[src/rtl/cpu_output_uart_if.sv]
// Write-side bus of the CPU output UART: core write strobe/data in, FIFO and serializer status out.
interface cpu_output_uart_if #(
    parameter int WORD_SIZE = 32
);
    logic                 wr_en;
    logic [WORD_SIZE-1:0] wr_data;
    logic                 full;
    logic                 empty;
    logic                 busy;
    logic                 overflow;

    modport master (
        output wr_en, wr_data,
        input  full, empty, busy, overflow
    );

    modport slave (
        input  wr_en, wr_data,
        output full, empty, busy, overflow
    );
endinterface

[src/rtl/cpu_output_uart.sv]
// Buffers 32-bit CPU output words in a FIFO and sends each as four UART bytes, LSB first.
// Optional OUT_PARITY_EN adds an even-parity bit per byte (8E1 instead of 8N1).
//
// state  | meaning
// IDLE   | line high; pops the FIFO head as soon as one is buffered
// START  | start bit (low) for one bit time
// DATA   | eight data bits of the current byte, LSB first
// PARITY | even parity of the current byte (OUT_PARITY_EN only)
// STOP   | stop bit (high); next byte or back to IDLE after byte 3
module cpu_output_uart #(
    parameter int WORD_SIZE    = 32,
    parameter int FIFO_DEPTH   = 8,
    parameter int CLKS_PER_BIT = 868
) (
    input  logic               clk,
    input  logic               rst,
    cpu_output_uart_if.slave   bus,
    output logic               tx
);
    localparam int PW = $clog2(FIFO_DEPTH);
    localparam int CW = PW + 1;
    localparam int BW = $clog2(CLKS_PER_BIT);
    localparam logic [CW-1:0] DEPTH     = CW'(FIFO_DEPTH);
    localparam logic [BW-1:0] BAUD_LOAD = BW'(CLKS_PER_BIT - 1);

`ifdef OUT_PARITY_EN
    typedef enum logic [2:0] {IDLE, START, DATA, PARITY, STOP} state_t;
`else
    typedef enum logic [1:0] {IDLE, START, DATA, STOP} state_t;
`endif

    logic [WORD_SIZE-1:0] mem [FIFO_DEPTH];
    logic [PW-1:0]        wr_ptr;
    logic [PW-1:0]        rd_ptr;
    logic [CW-1:0]        count;
    logic [CW-1:0]        count_nxt;
    logic                 push;
    logic                 pop;

    state_t               state;
    logic [WORD_SIZE-1:0] shifter;
    logic [1:0]           byte_idx;
    logic [2:0]           bit_idx;
    logic [BW-1:0]        baud_cnt;
    logic                 baud_tc;
    logic [7:0]           cur_byte;

    // A write while full is dropped even if IDLE pops on the same edge.
    assign push     = bus.wr_en && (count != DEPTH);
    assign pop      = (state == IDLE) && !bus.empty;
    assign baud_tc  = (baud_cnt == '0);
    assign cur_byte = shifter[{byte_idx, 3'b000} +: 8];

    always_comb begin
        count_nxt = count;
        if (push && !pop)
            count_nxt = count + 1'b1;
        else if (!push && pop)
            count_nxt = count - 1'b1;
    end

    always_ff @(posedge clk) begin
        if (push)
            mem[wr_ptr] <= bus.wr_data;
    end

    always_ff @(posedge clk or negedge rst) begin
        if (!rst) begin
            wr_ptr       <= '0;
            rd_ptr       <= '0;
            count        <= '0;
            bus.full     <= 1'b0;
            bus.empty    <= 1'b1;
            bus.overflow <= 1'b0;
        end else begin
            if (push)
                wr_ptr <= wr_ptr + 1'b1;
            if (pop)
                rd_ptr <= rd_ptr + 1'b1;
            if (bus.wr_en && (count == DEPTH))
                bus.overflow <= 1'b1;
            count     <= count_nxt;
            bus.full  <= (count_nxt == DEPTH);
            bus.empty <= (count_nxt == '0);
        end
    end

    // tx is registered from the current state, so the line trails the state by one clock.
    always_ff @(posedge clk or negedge rst) begin
        if (!rst) begin
            state    <= IDLE;
            shifter  <= '0;
            byte_idx <= '0;
            bit_idx  <= '0;
            baud_cnt <= '0;
            tx       <= 1'b1;
            bus.busy <= 1'b0;
        end else begin
            case (state)
                IDLE: begin
                    tx <= 1'b1;
                    if (pop) begin
                        shifter  <= mem[rd_ptr];
                        byte_idx <= '0;
                        bit_idx  <= '0;
                        baud_cnt <= BAUD_LOAD;
                        state    <= START;
                        bus.busy <= 1'b1;
                    end
                end
                START: begin
                    tx <= 1'b0;
                    if (baud_tc) begin
                        baud_cnt <= BAUD_LOAD;
                        bit_idx  <= '0;
                        state    <= DATA;
                    end else begin
                        baud_cnt <= baud_cnt - 1'b1;
                    end
                end
                DATA: begin
                    tx <= cur_byte[bit_idx];
                    if (baud_tc) begin
                        baud_cnt <= BAUD_LOAD;
                        if (bit_idx == 3'd7) begin
`ifdef OUT_PARITY_EN
                            state <= PARITY;
`else
                            state <= STOP;
`endif
                        end else begin
                            bit_idx <= bit_idx + 1'b1;
                        end
                    end else begin
                        baud_cnt <= baud_cnt - 1'b1;
                    end
                end
`ifdef OUT_PARITY_EN
                PARITY: begin
                    tx <= ^cur_byte;
                    if (baud_tc) begin
                        baud_cnt <= BAUD_LOAD;
                        state    <= STOP;
                    end else begin
                        baud_cnt <= baud_cnt - 1'b1;
                    end
                end
`endif
                STOP: begin
                    tx <= 1'b1;
                    if (baud_tc) begin
                        baud_cnt <= BAUD_LOAD;
                        if (byte_idx != 2'd3) begin
                            byte_idx <= byte_idx + 1'b1;
                            state    <= START;
                        end else begin
                            state    <= IDLE;
                            bus.busy <= 1'b0;
                        end
                    end else begin
                        baud_cnt <= baud_cnt - 1'b1;
                    end
                end
                default: begin
                    tx       <= 1'b1;
                    state    <= IDLE;
                    bus.busy <= 1'b0;
                end
            endcase
        end
    end
endmodule

[src/flat_wrapper.sv]
// flat-port wrapper written by rule: the top's interface ports become plain ports
module cpu_output_uart_flat 
#(
    parameter int WORD_SIZE    = 32,
    parameter int FIFO_DEPTH   = 8,
    parameter int CLKS_PER_BIT = 868
)
  (clk, rst, tx, bus_wr_en, bus_wr_data, bus_full, bus_empty, bus_busy, bus_overflow);
  cpu_output_uart_if #(.WORD_SIZE(WORD_SIZE)) bus_i ();
  input  logic clk;
  input  logic rst;
  output logic tx;
  input wire logic [$bits(bus_i.wr_en)-1:0] bus_wr_en;
  input wire logic [$bits(bus_i.wr_data)-1:0] bus_wr_data;
  output wire logic [$bits(bus_i.full)-1:0] bus_full;
  output wire logic [$bits(bus_i.empty)-1:0] bus_empty;
  output wire logic [$bits(bus_i.busy)-1:0] bus_busy;
  output wire logic [$bits(bus_i.overflow)-1:0] bus_overflow;
  assign bus_i.wr_en = bus_wr_en;
  assign bus_i.wr_data = bus_wr_data;
  assign bus_full = bus_i.full;
  assign bus_empty = bus_i.empty;
  assign bus_busy = bus_i.busy;
  assign bus_overflow = bus_i.overflow;
  cpu_output_uart #(.WORD_SIZE(WORD_SIZE), .FIFO_DEPTH(FIFO_DEPTH), .CLKS_PER_BIT(CLKS_PER_BIT)) u_core (.clk(clk), .rst(rst), .bus(bus_i), .tx(tx));
endmodule
[config.mk]
export PLATFORM = sky130hd
export DESIGN_NAME = cpu_output_uart_flat
export DESIGN_NICKNAME = d
export VERILOG_FILES = /design/src/rtl/cpu_output_uart_if.sv /design/src/rtl/cpu_output_uart.sv /design/src/flat_wrapper.sv
export SDC_FILE = /design/constraint.sdc
export NUM_CORES = 1
export LEC_CHECK = 0
export ABC_AREA = 0
export CORE_MARGIN = 2
export CORE_UTILIZATION = 54
export DETAILED_ROUTE_END_ITERATION = 8
export GPL_TIMING_DRIVEN = 1
export HOLD_SLACK_MARGIN = 0.05
export PLACE_DENSITY = 0.71
export REMOVE_ABC_BUFFERS = 1
export SLEW_MARGIN = 15
export SYNTH_ARGS = -nofsm -noshare
export SYNTH_HDL_FRONTEND = slang
export SYNTH_SLANG_ARGS = --single-unit
[constraint.sdc]
create_clock -name clk -period 6.6 [get_ports clk]
set_input_delay 1.65 -clock clk [delete_from_list [all_inputs] [get_ports clk]]
set_output_delay 1.65 -clock clk [all_outputs]
set_load 0.01 [all_outputs]
==> results.ini, run 1 <==
[drt]
postRouteAntennaNets = 0
wl_per_cell_um = 21.21
viasPerCell = 5.785
firstDrtPassIters = 4
wl_um = 22800
drtIter0Drc = 428
drc = 0
num_vias = 6219

[sta]
rsz0062_at_grt = no
fmax_mhz = 287.6
slew_violations = 0
fin_skew_ns = 0.01646
final-setup-viol-count = 0
post-route-period-util = 0.5268
finalHoldViolations = 0
fin_tns_setup_ns = 0
relSlewSlack = 0.2026
min_period_ns = 3.477
tightest_slew_ns = 1.196
layout_setup_ws_ns = 3.123

[place]
postPlaceCellArea_um2 = 13500
placedCellCount = 1018
dp_hpwl_um = 12670
gp_congestion = 0.7195
dpl_worst_slack_ns = 2.588
port_buffers = 39

[global_route]
grt_antenna_before_repair = 0
grt_pass1_wl_um = 35440
grt_overflow = 0
grt_pass1_vias = 6492
grtUsageTotal = 0.1908
grt_max_degree = 71

[critical_path]
worstSetupPathType = input pin to register
crit_required_ns = 6.72
cp-end-kind = register
crit_chain = clkdlybuf4s50_1 > nand3_1 > nor2_4
critPathLaunch = bus_wr_en
worstPathArrival_ns = 3.59
crit_buf_inv = 1
worst_path_dominant_cell_family = simple AND/OR/NAND/NOR gates
slowest_delay_ns = 1.00
timing.rr.start = u_core.count[0]
crit_fanout = 32
cp_slowest_cell = nor2_4
cp-start-kind = input pin

[min_path]
hold_class = register to register
worstHoldStart = u_core.bus.overflow

[synthesis]
ys_ff_latch = 320
synthCells = 683
synth_ff_type = edfxtp_1
synth_top_area_cell = edfxtp_1
ys_warn_count = 0
yosysTopAreaCellShare = 0.6037
synth_cell_type_count = 51
synth_edf_count = 256
syn-cell-area_um2 = 12730
ys_seq_area_frac = 0.7296
avgSynthCellArea_um2 = 18.65
synth-async-reset-ratio = 0.2000
synthTopCellsByArea = edfxtp_1 (60%), dfrtp_1 (12%), mux4_2 (12%), mux2i_1 (3.3%), nand2_1 (1.8%)

[final_layout]
layout_common_cells = edfxtp_1 (256), mux4_2 (68), nand2_1 (60)
nFillCells = 1612
area_delta_synth_final_pct = 14.29
stdcell_area_um2 = 14550
final_common_cell = edfxtp_1
final_cells = 1075
final_nets = 783
fin_util = 0.6238
diodes = 0
drive_gt1_frac = 0.1892

[power_and_ir_drop]
peakVddDrop_mv = 0.2376
power_density_nw_per_um2 = 329.0
switching_share = 0.2301
p_leak_uw = 0.004888
cell_internal_pwr_uw = 3686
sequentialPowerShare = 0.532
pwr-share-clk = 0.375
combPwrFrac = 0.094
power.switching_uw = 1102

[clocking]
cts.htree.levels = 2
holdBufCountCts = 0
path_clk_slew_ns = 0.06
cts_buffers = 34
clockRootBuffer = clkbuf_16
cts_buffer_depth = 3
post-cts-setup-buffers = 0
cts_resized = 0
cts_tree = done
cts_sinks = 320
clk_latency_ns = 0.51

[floorplanning]
dieHeight_um = 157.6
dieArea_um2 = 24830
pin_count = 40
fp.dieW_um = 157.6
start_util = 0.5458
rows = 56
core_area_um2 = 23330

[flow_run]
max_cap_violations = 0

[outcome]
outcome = completed

logic make-up after synthesis:
| logic type | after synthesis | share of synthesized area |
|---|---|---|
| flip-flops | 320 | 0.7296 |
| adder cells (fa/ha/maj) | 13 | 0.01277 |
| XOR/XNOR | 14 | 0.009629 |
| buffers and inverters | 41 | 0.01434 |
| multiplexers | 113 | 0.1583 |
| AO/OA/AOI/OAI | 64 | 0.03174 |
| AND/OR/NAND/NOR | 118 | 0.04362 |
state kept, by name (all words and copies together), names as in the netlist:
register / flops
u_core.baud_cnt: 10
u_core.bit_idx: 3
u_core.bus.busy: 1
u_core.bus.empty: 1
u_core.bus.full: 1
u_core.bus.overflow: 1
u_core.byte_idx: 2
u_core.count: 4
u_core.mem: 256
u_core.rd_ptr: 3
u_core.shifter: 32
u_core.state: 2
u_core.tx: 1
u_core.wr_ptr: 3
metal layers:
layer / GRT usage / vias to the layer above / routed length, µm
met5: 0 / - / 0
met4: 0.06320 / 0 / 527
met3: 0.02946 / 39 / 941
met2: 0.3267 / 137 / 11870
met1: 0.2532 / 3241 / 9464
li1: - / 2802 / -
path summary, 6_finish.rpt:
check | cells past startpoint | slack [ns] | to
max in group asynchronous | 2 | 4.64 | u_core.rd_ptr[0]
max | 3 | 3.12 | u_core.mem[6][15]
min in group asynchronous | 2 | 1.33 | u_core.wr_ptr[0]
max reg2reg | 5 | 3.85 | u_core.mem[6][15]
min | 1 | 0.48 | u_core.bus.overflow
min reg2reg | 1 | 0.48 | u_core.bus.overflow
final cells by class:
class,instances,area [µm²],area share
Clock buffer,41,908.4,0.06241
Clock inverter,16,150.1,0.01032
Inverter,9,33.78,0.002321
Multi-Input combinational cell,322,3312,0.2276
Sequential cell,320,9298,0.6388
Tap cell,319,399.1,0.02742
Timing Repair Buffer,48,452.9,0.03112
stage by stage:
stage / power [µW] / hold slack, ns
floorplan: 2826 / 0.4473
global placement: 2995 / 0.4593
detailed placement: 3042 / 0.4689
CTS: 4833 / 0.4851
global route: 4959 / 0.5161
finish: 4788 / 0.4779
synth_stat cells (2+ instances only):
cell type	number
nor3_1	7
xnor2_1	7
inv_1	9
nor2_1	19
buf_1	7
dfrtp_1	62
nor3b_2	2
a21oi_1	5
nand2_1	60
o21ai_1	32
o21ai_0	8
mux4_2	68
nand4_1	3
a21o_1	2
nand3_1	6
ha_1	13
clkbuf_1	11
a31oi_1	3
buf_2	11
mux2i_1	42
xor2_1	7
edfxtp_1	256
or3_1	3
a22o_1	3
nand3b_1	3
nand2b_1	5
nor2b_1	2
buf_4	2
dfstp_2	2
mux4_1	2
power by group through the flow:
| stage | Combinational (µW) | Sequential [µW] | Clock [µW] |
|---|---|---|---|
| global route | 486 | 2560 | 1910 |
| CTS | 458 | 2550 | 1830 |
| global placement | 432 | 2560 | 0 |
| detailed placement | 458 | 2580 | 0 |
| finish | 449 | 2550 | 1790 |
| floorplan | 258 | 2570 | 0 |
Power figures use the tool's default switching activity.
==> inputs of run 2 (changes only) <==
PLACE_DENSITY = 0.74   (was 0.71)
clock period = 3.15 ns   (was 6.6 ns; I/O delays follow)
==> run 2 against run 1 <==
Effect of this change: hold slack lost 0.38 ns; sequential power rose by 110%; first-iteration DRC count increased by 39%; largest power group unchanged; non-clock buffer count increased by 5; clock skew decreased by 0.0044 ns.
==> results.ini, run 2 (synthesis gave the netlist of run 1 again) <==
[critical_path]
crit_required_ns = 2.36  ; -4.36 ns
worstPathArrival_ns = 1.71  ; -1.88 ns
worstSetupPathType = register to output pin
cp_slowest_cell = dfstp_2
critPathLaunch = u_core.bus.empty
cp-end-kind = output pin
timing.rr.start = u_core.count[0]
cp-start-kind = register
r2r_slack_ns = 0.94  ; -2.91 ns
r2r-end = u_core.mem[0][22]
crit_fanout = 6  ; -81%
slowest_delay_ns = 0.60  ; -0.40 ns
worst_path_dominant_cell_family = flip-flops
crit_buf_inv = 1  ; unchanged
crit_chain = clkdlybuf4s50_1
r2r.worst_path.cells = 6  ; +1

[final_layout]
final_common_cell = edfxtp_1
fin_util = 0.6326  ; +0.008848
final_nets = 785  ; +0.26%
drive_gt1_frac = 0.2008  ; +0.01163
layout_common_cells = edfxtp_1 (256), mux4_2 (68), nand2_1 (60)
top_regs = u_core.mem x256, u_core.shifter x32, u_core.baud_cnt x10
seq_area_um2 = 9298  ; unchanged
largest_reg_flops = 256  ; unchanged
final_cells = 1081  ; +0.56%
regMostFlops = u_core.mem
diodes = 0  ; unchanged
nFillCells = 1576  ; -2.2%
multi_input_area_um2 = 3312  ; unchanged
area_delta_synth_final_pct = 15.91

[floorplanning]
fp.dieW_um = 157.6  ; unchanged
core_area_um2 = 23330  ; unchanged
dieHeight_um = 157.6  ; unchanged
dieArea_um2 = 24830  ; unchanged
pin_count = 40  ; unchanged
start_util = 0.5458  ; unchanged
rows = 56  ; unchanged

[min_path]
hold_class = input pin to async pin

[clocking]
post-cts-setup-buffers = 0  ; unchanged
path_clk_slew_ns = 0.06  ; about the same
cts_tree = done
clockRootBuffer = clkbuf_16
cts_buffer_depth = 3  ; unchanged
cts_resized = 0  ; unchanged
clk_latency_ns = 0.57  ; +0.06 ns
cts.htree.levels = 1  ; -1
cts_sinks = 320  ; unchanged
cts_buffers = 31  ; -8.8%
holdBufCountCts = 0  ; unchanged

[sta]
post-route-period-util = 0.7917
min_period_ns = 2.494
relSlewSlack = 0.2544  ; +0.05175
fin_hold_ws_ns = 0.09315  ; -0.3848 ns
slew_violations = 0  ; unchanged
tightest_slew_ns = 1.118  ; -0.07763 ns
finalHoldViolations = 0  ; unchanged
rsz0062_at_grt = no
fmax_mhz = 401.0
fin_skew_ns = 0.01203  ; -0.004424 ns
final-setup-viol-count = 0  ; unchanged

[power_and_ir_drop]
power_density_nw_per_um2 = 688.0  ; +110%
switching_share = 0.2251  ; -0.004958
p_total_uw = 10160  ; +110%
peakVddDrop_mv = 0.6008  ; +150%
p_leak_uw = 0.004977  ; +1.8%
power.switching_uw = 2287  ; +110%
pwr-share-clk = 0.376  ; about the same
sequentialPowerShare = 0.524  ; -0.008
combPwrFrac = 0.100  ; +0.006
cell_internal_pwr_uw = 7869  ; +110%

[global_route]
grt_pass1_wl_um = 36320  ; +2.5%
grtUsageTotal = 0.1934  ; +0.002595
grt_max_degree = 68  ; -4.2%
grt_pass1_vias = 6724  ; +3.6%
grt_antenna_before_repair = 1  ; +1
grt_overflow = 0  ; unchanged

[drt]
wl_per_cell_um = 21.36  ; +0.72%
postRouteAntennaNets = 0  ; unchanged
firstDrtPassIters = 5  ; +1
wl_um = 23090  ; +1.3%
drtIter0Drc = 597  ; +39%
viasPerCell = 5.871  ; +1.5%
num_vias = 6347  ; +2.1%
drc = 0  ; unchanged

[place]
port_buffers = 39  ; unchanged
gp_congestion = 0.7574  ; +5.3%
placedCellCount = 1023  ; +0.49%
dp_hpwl_um = 13290  ; +4.9%

[flow_run]
max_cap_violations = 0  ; unchanged

[outcome]
outcome = completed

==> run 2: cell count changes in the layout (fill, tap and decap cells not counted), moves of 4 or more <==
cell / delta
clkinv_1: -8
clkinv_2: +4
buf_4: -7
clkbuf_1: +4
clkbuf_8: +6
clkbuf_16: -4
buf_12: +12
==> run 2: metal layers <==
metal  global-route usage  part of all wire  vias to the layer above
li1                     -                 -                     2814
met2               0.3308              0.51                      193
met1               0.2579              0.41                     3295
met5                    0           0.00052                        -
met3              0.03524             0.057                       43
met4              0.05325             0.023                        2
==> run 2: area by class of cell <==
type                    instances  share of cell area
multi-input cells             322              0.2244
clock buffers                  47             0.06137
well taps                     319             0.02704
flip-flops and latches        320              0.6299
inverters                       9            0.002289
repair buffers                 53             0.04340
clock inverters                11             0.01161
==> run 2: worst max-delay path by stage <==
stage / end / slack (ns) / cells past startpoint
3_3_place_gp: u_core.mem[4][30] / 0.57 / 4
4_1_cts: bus_empty / 0.62 / 1
3_5_place_dp: u_core.mem[4][14] / 0.52 / 4
2_1_floorplan: u_core.mem[0][0] / -1.49 / 5
5_1_grt: bus_empty / 0.57 / 1
6_report: bus_empty / 0.66 / 1
==> run 2: worst reg2reg max path, stage by stage, from the launching register on <==
cell,delay (ns)
dfrtp_1,0.42
inv_1,0.10
ha_1,0.22
nand3b_1,0.21
nand2_1,0.30
nor4_2,0.35
buf_12,0.29
==> run 2: metrics by stage <==
stage | area, µm² | TNS (ns) | setup slack [ns]
after floorplan | 12590 | -141.70 | -1.492
after global placement | 13680 | 0 | 0.5702
after detailed placement | 13680 | 0 | 0.5229
after CTS | 14760 | 0 | 0.6205
after global routing | 14760 | 0 | 0.5736
final | 14760 | 0 | 0.6560
==> run 2: power by group through the flow <==
stage,clock network [µW],registers [µW],logic [µW]
CTS,3910,5330,1030
global placement,0,5360,982
global route,4070,5360,1090
finish,3820,5320,1010
detailed placement,0,5410,1030
floorplan,0,5380,541
